File: config.mk
export PLATFORM = sky130hd
export DESIGN_NAME = seq_detector_param_flat
export DESIGN_NICKNAME = d
export VERILOG_FILES = /design/src/rtl/seq_det_pkg.sv /design/src/rtl/seq_det_if.sv /design/src/rtl/seq_det_sat_counter.sv /design/src/rtl/seq_detector_param.sv /design/src/flat_wrapper.sv
export SDC_FILE = /design/constraint.sdc
export NUM_CORES = 1
export LEC_CHECK = 0
export ABC_AREA = 1
export CORE_MARGIN = 5
export CORE_UTILIZATION = 40
export DETAILED_ROUTE_END_ITERATION = 16
export HOLD_SLACK_MARGIN = 0.05
export PLACE_DENSITY = 0.63
export SETUP_SLACK_MARGIN = 0.4
export SYNTH_ARGS = -nofsm -noshare
export SYNTH_HDL_FRONTEND = slang
export SYNTH_SLANG_ARGS = --single-unit
File: constraint.sdc
create_clock -name clk -period 3.5 [get_ports clk]
set_input_delay 0.7 -clock clk [delete_from_list [all_inputs] [get_ports clk]]
set_output_delay 0.7 -clock clk [all_outputs]
set_load 0.02 [all_outputs]
File: src/rtl/seq_det_pkg.sv
// Shared definitions for the parametrised serial pattern detector.
// Holds the default pattern constants and the overlap-mode encoding
// used by the detector and its configuration logic.
package seq_det_pkg;

  // Commonly used default patterns (MSB is the oldest bit).
  localparam logic [3:0] PAT_1010 = 4'b1010;
  localparam logic [3:0] PAT_1101 = 4'b1101;

  // Overlap mode: in NON_OVERLAP a match consumes its bits, so the next
  // match needs a full fresh pattern worth of valid bits.
  typedef enum logic {
    NON_OVERLAP = 1'b0,
    OVERLAP     = 1'b1
  } ovl_mode_e;

endpackage

File: src/rtl/seq_det_if.sv
// Signal bundle between a serial lane / configuration master and the
// pattern detector.
//   master : drives x_valid, x, cfg_load, cfg_pattern, cfg_overlap,
//            cnt_clr; receives z_early, z, match_cnt.
//   slave  : the detector side (directions reversed).
interface seq_det_if #(
  parameter int unsigned PAT_W = 4,
  parameter int unsigned CNT_W = 8
);

  logic             x_valid;
  logic             x;
  logic             cfg_load;
  logic [PAT_W-1:0] cfg_pattern;
  logic             cfg_overlap;
  logic             cnt_clr;
  logic             z_early;
  logic             z;
  logic [CNT_W-1:0] match_cnt;

  modport master (
    output x_valid, x, cfg_load, cfg_pattern, cfg_overlap, cnt_clr,
    input  z_early, z, match_cnt
  );

  modport slave (
    input  x_valid, x, cfg_load, cfg_pattern, cfg_overlap, cnt_clr,
    output z_early, z, match_cnt
  );

endinterface

File: src/rtl/seq_det_sat_counter.sv
// Saturating up-counter with synchronous clear; clear beats increment.
// Ports:
//   i_clk  clock (rising edge)
//   i_rst  synchronous active-high reset
//   i_clr  clear to zero
//   i_inc  increment by one, holding at all-ones
//   o_cnt  registered count
module seq_det_sat_counter #(
  parameter int unsigned CNT_W = 8
) (
  input  logic             i_clk,
  input  logic             i_rst,
  input  logic             i_clr,
  input  logic             i_inc,
  output logic [CNT_W-1:0] o_cnt
);

  logic [CNT_W-1:0] r_cnt;

  // Count register: reset, clear, then saturating increment.
  always_ff @(posedge i_clk) begin
    if (i_rst) begin
      r_cnt <= '0;
    end else if (i_clr) begin
      r_cnt <= '0;
    end else if (i_inc && (r_cnt != {CNT_W{1'b1}})) begin
      r_cnt <= r_cnt + CNT_W'(1);
    end else begin
      r_cnt <= r_cnt;
    end
  end

  assign o_cnt = r_cnt;

endmodule

File: src/rtl/seq_detector_param.sv
// Parametrised serial bit-pattern detector with run-time programmable
// pattern and overlap mode.
// Ports:
//   clk  clock (rising edge)
//   rst  synchronous active-high reset
//   bus  seq_det_if slave: x_valid/x serial input, cfg_load/cfg_pattern/
//        cfg_overlap configuration, cnt_clr counter clear; outputs
//        z_early (combinational hit), z (registered hit pulse),
//        match_cnt (saturating hit count).
module seq_detector_param #(
  parameter int unsigned      PAT_W   = 4,
  parameter logic [PAT_W-1:0] PATTERN = seq_det_pkg::PAT_1010,
  parameter bit               OVERLAP = 1'b1,
  parameter int unsigned      CNT_W   = 8
) (
  input  logic      clk,
  input  logic      rst,
  seq_det_if.slave  bus
);

  import seq_det_pkg::*;

  localparam int unsigned       FILL_W   = $clog2(PAT_W + 1);
  localparam logic [FILL_W-1:0] FILL_MAX = FILL_W'(PAT_W);
  // Once fill reaches PAT_W-1, the incoming bit completes a full window.
  localparam logic [FILL_W-1:0] FILL_ARM = FILL_W'(PAT_W - 1);

  logic [PAT_W-1:0]  r_pat;
  ovl_mode_e         r_ovl;
  logic [PAT_W-1:0]  r_hist;
  logic [FILL_W-1:0] r_fill;
  logic              r_z;

  logic              w_take;
  logic              w_hit;
  logic [PAT_W-1:0]  w_hist_n;
  logic [FILL_W-1:0] w_fill_n;
  logic [PAT_W-1:0]  w_hist_nxt;
  logic [FILL_W-1:0] w_fill_nxt;

  // A bit is consumed only when valid and not displaced by a reconfiguration.
  assign w_take   = bus.x_valid & ~bus.cfg_load;
  assign w_hist_n = {r_hist[PAT_W-2:0], bus.x};
  assign w_fill_n = (r_fill == FILL_MAX) ? FILL_MAX : (r_fill + FILL_W'(1));
  // The fill gate keeps the zeroed reset history from matching an all-zero pattern.
  assign w_hit    = w_take & (r_fill >= FILL_ARM) & (w_hist_n == r_pat);

  // Next history/fill: reconfiguration restarts, valid bits shift in.
  always_comb begin
    w_hist_nxt = r_hist;
    w_fill_nxt = r_fill;
    if (bus.cfg_load) begin
      w_hist_nxt = '0;
      w_fill_nxt = '0;
    end else if (w_take) begin
      w_hist_nxt = w_hist_n;
      if (w_hit && (r_ovl == NON_OVERLAP)) begin
        w_fill_nxt = '0;
      end else begin
        w_fill_nxt = w_fill_n;
      end
    end else begin
      w_hist_nxt = r_hist;
      w_fill_nxt = r_fill;
    end
  end

  // Detection state, configuration and registered hit pulse.
  always_ff @(posedge clk) begin
    if (rst) begin
      r_pat  <= PATTERN;
      r_ovl  <= ovl_mode_e'(OVERLAP);
      r_hist <= '0;
      r_fill <= '0;
      r_z    <= 1'b0;
    end else begin
      r_hist <= w_hist_nxt;
      r_fill <= w_fill_nxt;
      r_z    <= w_hit;
      if (bus.cfg_load) begin
        r_pat <= bus.cfg_pattern;
        r_ovl <= ovl_mode_e'(bus.cfg_overlap);
      end else begin
        r_pat <= r_pat;
        r_ovl <= r_ovl;
      end
    end
  end

  seq_det_sat_counter #(
    .CNT_W (CNT_W)
  ) u_cnt (
    .i_clk (clk),
    .i_rst (rst),
    .i_clr (bus.cnt_clr),
    .i_inc (w_hit),
    .o_cnt (bus.match_cnt)
  );

  assign bus.z_early = w_hit;
  assign bus.z       = r_z;

endmodule

File: src/flat_wrapper.sv
// flat-port wrapper written by rule: the top's interface ports become plain ports
module seq_detector_param_flat import seq_det_pkg::*;
#(
  parameter int unsigned      PAT_W   = 4,
  parameter logic [PAT_W-1:0] PATTERN = seq_det_pkg::PAT_1010,
  parameter bit               OVERLAP = 1'b1,
  parameter int unsigned      CNT_W   = 8
)
  (clk, rst, bus_x_valid, bus_x, bus_cfg_load, bus_cfg_pattern, bus_cfg_overlap, bus_cnt_clr, bus_z_early, bus_z, bus_match_cnt);
  seq_det_if #(.PAT_W(PAT_W), .CNT_W(CNT_W)) bus_i ();
  input  logic clk;
  input  logic rst;
  input wire logic [$bits(bus_i.x_valid)-1:0] bus_x_valid;
  input wire logic [$bits(bus_i.x)-1:0] bus_x;
  input wire logic [$bits(bus_i.cfg_load)-1:0] bus_cfg_load;
  input wire logic [$bits(bus_i.cfg_pattern)-1:0] bus_cfg_pattern;
  input wire logic [$bits(bus_i.cfg_overlap)-1:0] bus_cfg_overlap;
  input wire logic [$bits(bus_i.cnt_clr)-1:0] bus_cnt_clr;
  output wire logic [$bits(bus_i.z_early)-1:0] bus_z_early;
  output wire logic [$bits(bus_i.z)-1:0] bus_z;
  output wire logic [$bits(bus_i.match_cnt)-1:0] bus_match_cnt;
  assign bus_i.x_valid = bus_x_valid;
  assign bus_i.x = bus_x;
  assign bus_i.cfg_load = bus_cfg_load;
  assign bus_i.cfg_pattern = bus_cfg_pattern;
  assign bus_i.cfg_overlap = bus_cfg_overlap;
  assign bus_i.cnt_clr = bus_cnt_clr;
  assign bus_z_early = bus_i.z_early;
  assign bus_z = bus_i.z;
  assign bus_match_cnt = bus_i.match_cnt;
  seq_detector_param #(.PAT_W(PAT_W), .PATTERN(PATTERN), .OVERLAP(OVERLAP), .CNT_W(CNT_W)) u_core (.clk(clk), .rst(rst), .bus(bus_i));
endmodule
==> flow_metrics.py <==
metrics = {
    "status": {
        "status": "complete, no violations",
    },
    "min_path": {
        "hold_path_end": "u_core.r_pat[0]$_SDFFE_PP0P_",
        "hp-class": "reg2reg",
        "min_path_cells": 2,
        "worstHoldStart": "u_core.r_pat[0]$_SDFFE_PP0P_",
    },
    "timing": {
        "setup_viol": 0,
        "worst_pin_slew_ns": 0.357,
        "period_minus_slack_ns": 2.67,
        "setup_slack_ns": 0.827,
        "slew_headroom_pct": 76.1,
        "report.final.slew_viol_count": 0,
        "hold_viol_final": 0,
        "rsz0062_at_grt": "false",
        "final.setup.tns_ns": 0,
        "post-route-period-util_pct": 76.4,
        "skew_ns": 0.00236,
        "timing.fmax_ghz": 0.374,
    },
    "yosys": {
        "yosysSeqAreaShare_pct": 35.4,
        "synth_ff_type": "dfxtp_1",
        "synth_area_sq_mm": 0.00113,
        "ys_seq_elements": 20,
        "ys_async_sr_fraction_pct": 0,
        "syn_inst": 153,
        "syn-num-nets": 168,
        "syn_avg_cell_area_sq_um": 7.39,
        "yosysWarnings": 0,
        "synth_edf_count": 0,
        "ys_types": 27,
    },
    "worst_setup_path": {
        "reg2regPathDepth": 8,
        "cpPeakStageDelay_ns": 0.49,
        "end_kind": "output port",
        "crit_slowest_cell": "clkdlybuf4s50_1",
        "cp_cell_sequence": "clkdlybuf4s50_1 > inv_1 > nand2_1 > nand2_1 > nor2_1 > nand2_1 > nor2_2 > dlymetal6s2s_1",
        "crit_path_start_kind": "input port",
        "critPathKind": "in2out",
        "arrival_ns": 1.97,
        "rr_endpoint": "u_core.u_cnt.o_cnt[0]$_SDFFE_PP0P_",
        "path_max_fanout": 4,
        "r2r_slack_ns": 1.98,
        "required_ns": 2.80,
        "rr_startpoint": "u_core.u_cnt.o_cnt[0]$_SDFFE_PP0P_",
        "cp_common_cell": "nand2_1",
    },
    "placed_design": {
        "port_buffers": 20,
        "routabilityCongestion": 0.788,
        "preCtsSetupSlack_ns": 0.422,
        "dp_hpwl_mm": 2.01,
    },
    "pwr": {
        "sw_frac_of_total_pct": 25.4,
        "p_comb_share_pct": 12.6,
        "p_leak_nw": 0.622,
        "p_sw_w": 0.000109,
        "p_int_w": 0.000321,
        "ir_worst_vdd_uv": 249,
        "p_total_w": 0.000430,
        "pwr_density_cell_mw_per_mm2": 306,
        "clkPwrFrac_pct": 31.9,
        "seqPwrFrac_pct": 55.5,
    },
    "drt": {
        "wirelength_mm": 2.47,
        "first_pass_iters": 4,
        "postRouteAntennaNets": 0,
        "num_vias": 1024,
        "drcViolationCount": 0,
        "drt_iter0_markers": 34,
        "wl_per_cell_um": 11.9,
        "via_per_inst": 4.92,
    },
    "clock_tree": {
        "clkSinkCount": 20,
        "cts_root_buffer": "clkbuf_4",
        "cts_hold_buffers": 0,
        "numCtsBuffers": 3,
        "clkTransAtPathRegs_ns": 0.11,
        "cts_max_path_buffers": 2,
        "clk_latency_ns": 0.30,
        "cts_tree": "yes",
        "htreeDepth": 1,
    },
    "grt": {
        "grt_usage_pct": 13.6,
        "grt_pass1_vias": 1048,
        "overflow": 0,
        "antenna_found_initial": 0,
        "grt_pass1_wl_mm": 4.47,
        "grt_max_degree": 12,
    },
    "run": {
        "cap_violations": 0,
    },
    "floorplanning": {
        "start_util_pct": 41.4,
        "die_y_um": 63.2,
        "rows": 19,
        "die_w_um": 63.2,
        "die_area_sq_mm": 0.00399,
        "io_pins": 21,
        "core-area_sq_mm": 0.00273,
    },
    "layout": {
        "final_core_util_pct": 51.4,
        "final_layout_size_suffix_gt1_share_pct": 11.9,
        "final_common_cell": "nand2_1",
        "layout.nets": 193,
        "final_cell_mix": "33 x nand2_1, 20 x dfxtp_1, 19 x clkdlybuf4s50_1",
        "n_antenna_cell": 0,
        "syn_to_final_growth_pct": 24.2,
    },
}
worst max path at each step:
| stage | start | end | slack, ns | cells after the start |
|---|---|---|---|---|
| final | bus_x | bus_z_early | 0.83 | 8 |
| after global routing | bus_x | bus_z_early | 0.69 | 8 |
| after CTS | bus_x | bus_z_early | 0.42 | 8 |
| after detailed placement | bus_x | bus_z_early | 0.42 | 8 |
| after global placement | bus_x | bus_z_early | 0.46 | 8 |
| after floorplan | bus_cfg_load | bus_z_early | 1.49 | 4 |
metal layers:
| metal | track usage (%) | up-vias | share of wire, % |
|---|---|---|---|
| li1 | - | 545 | - |
| met1 | 16.6 | 460 | 45 |
| met2 | 22.9 | 17 | 49 |
| met3 | 4.44 | 2 | 4.5 |
| met4 | 3.12 | 0 | 0.81 |
| met5 | 0 | - | 0 |
stage by stage:
stage	hold WS (ns)	cell area, sq um	cells
floorplan	0.436	1130	153
global placement	0.453	1370	204
detailed placement	0.464	1370	204
CTS	0.481	1400	208
global route	0.501	1410	208
finish	0.477	1410	208
cells by family after synthesis:
| logic type | share of synthesized area, % |
|---|---|
| and+or+nand+nor | 36.7 |
| AOI/OAI and AO/OA | 13.2 |
| adders and majority gates | 4.42 |
| xor gates and xnor gates | 1.55 |
| buffers and inverters | 8.74 |
| DFF | 35.4 |
layout make-up:
cell class	count	area (sq um)
fill	280	1330
multi-input combinational	109	632
sequential	20	400
timing repair buffer	21	210
inverter	23	87.6
tap	31	38.8
clock buffer	4	36.3
state kept, by name (all words and copies together), names as in the netlist:
register / cells
u_core.r_pat: 4
u_core.bus.z: 1
u_core.r_fill: 3
u_core.u_cnt.o_cnt: 8
u_core.r_hist: 3
u_core.r_ovl: 1
critical path, delay by kind of cell:
kind                   cells  cell delay, ns
AND/OR/NAND/NOR            5            0.49
buffers and inverters      3            0.80
power groups by stage:
stage               combinational [W]  clock [W]  sequential (W)
floorplan                   0.0000349          0        0.000243
global placement            0.0000531          0        0.000243
detailed placement          0.0000550          0        0.000244
CTS                         0.0000553   0.000141        0.000238
global route                0.0000622   0.000148        0.000239
finish                      0.0000542   0.000137        0.000238
what timing repair did:
item,4_1_cts,5_1_grt
buffers inserted,0,0
endpoints found under the setup margin,0,1
hold endpoints to repair,0,0
gates resized for setup,0,1
synth_stat cells (2+ instances only):
cell,n,area (sq um)
nand2_1,33,124
dfxtp_1,20,400
inv_1,18,67.6
nor2_1,18,67.6
a21oi_1,13,65.1
o21ai_0,9,45.0
nand3_1,5,25.0
ha_1,4,50.1
nand4_1,4,25.0
inv_2,3,11.3
o21ai_1,3,15.0
nand2_2,2,12.5
nand3_4,2,35.0
nand3b_1,2,15.0
nor2_2,2,12.5
nor2_4,2,22.5
nor2_8,2,40.0
xor2_1,2,17.5
Note: power is estimated with default switching activity, not from simulation.
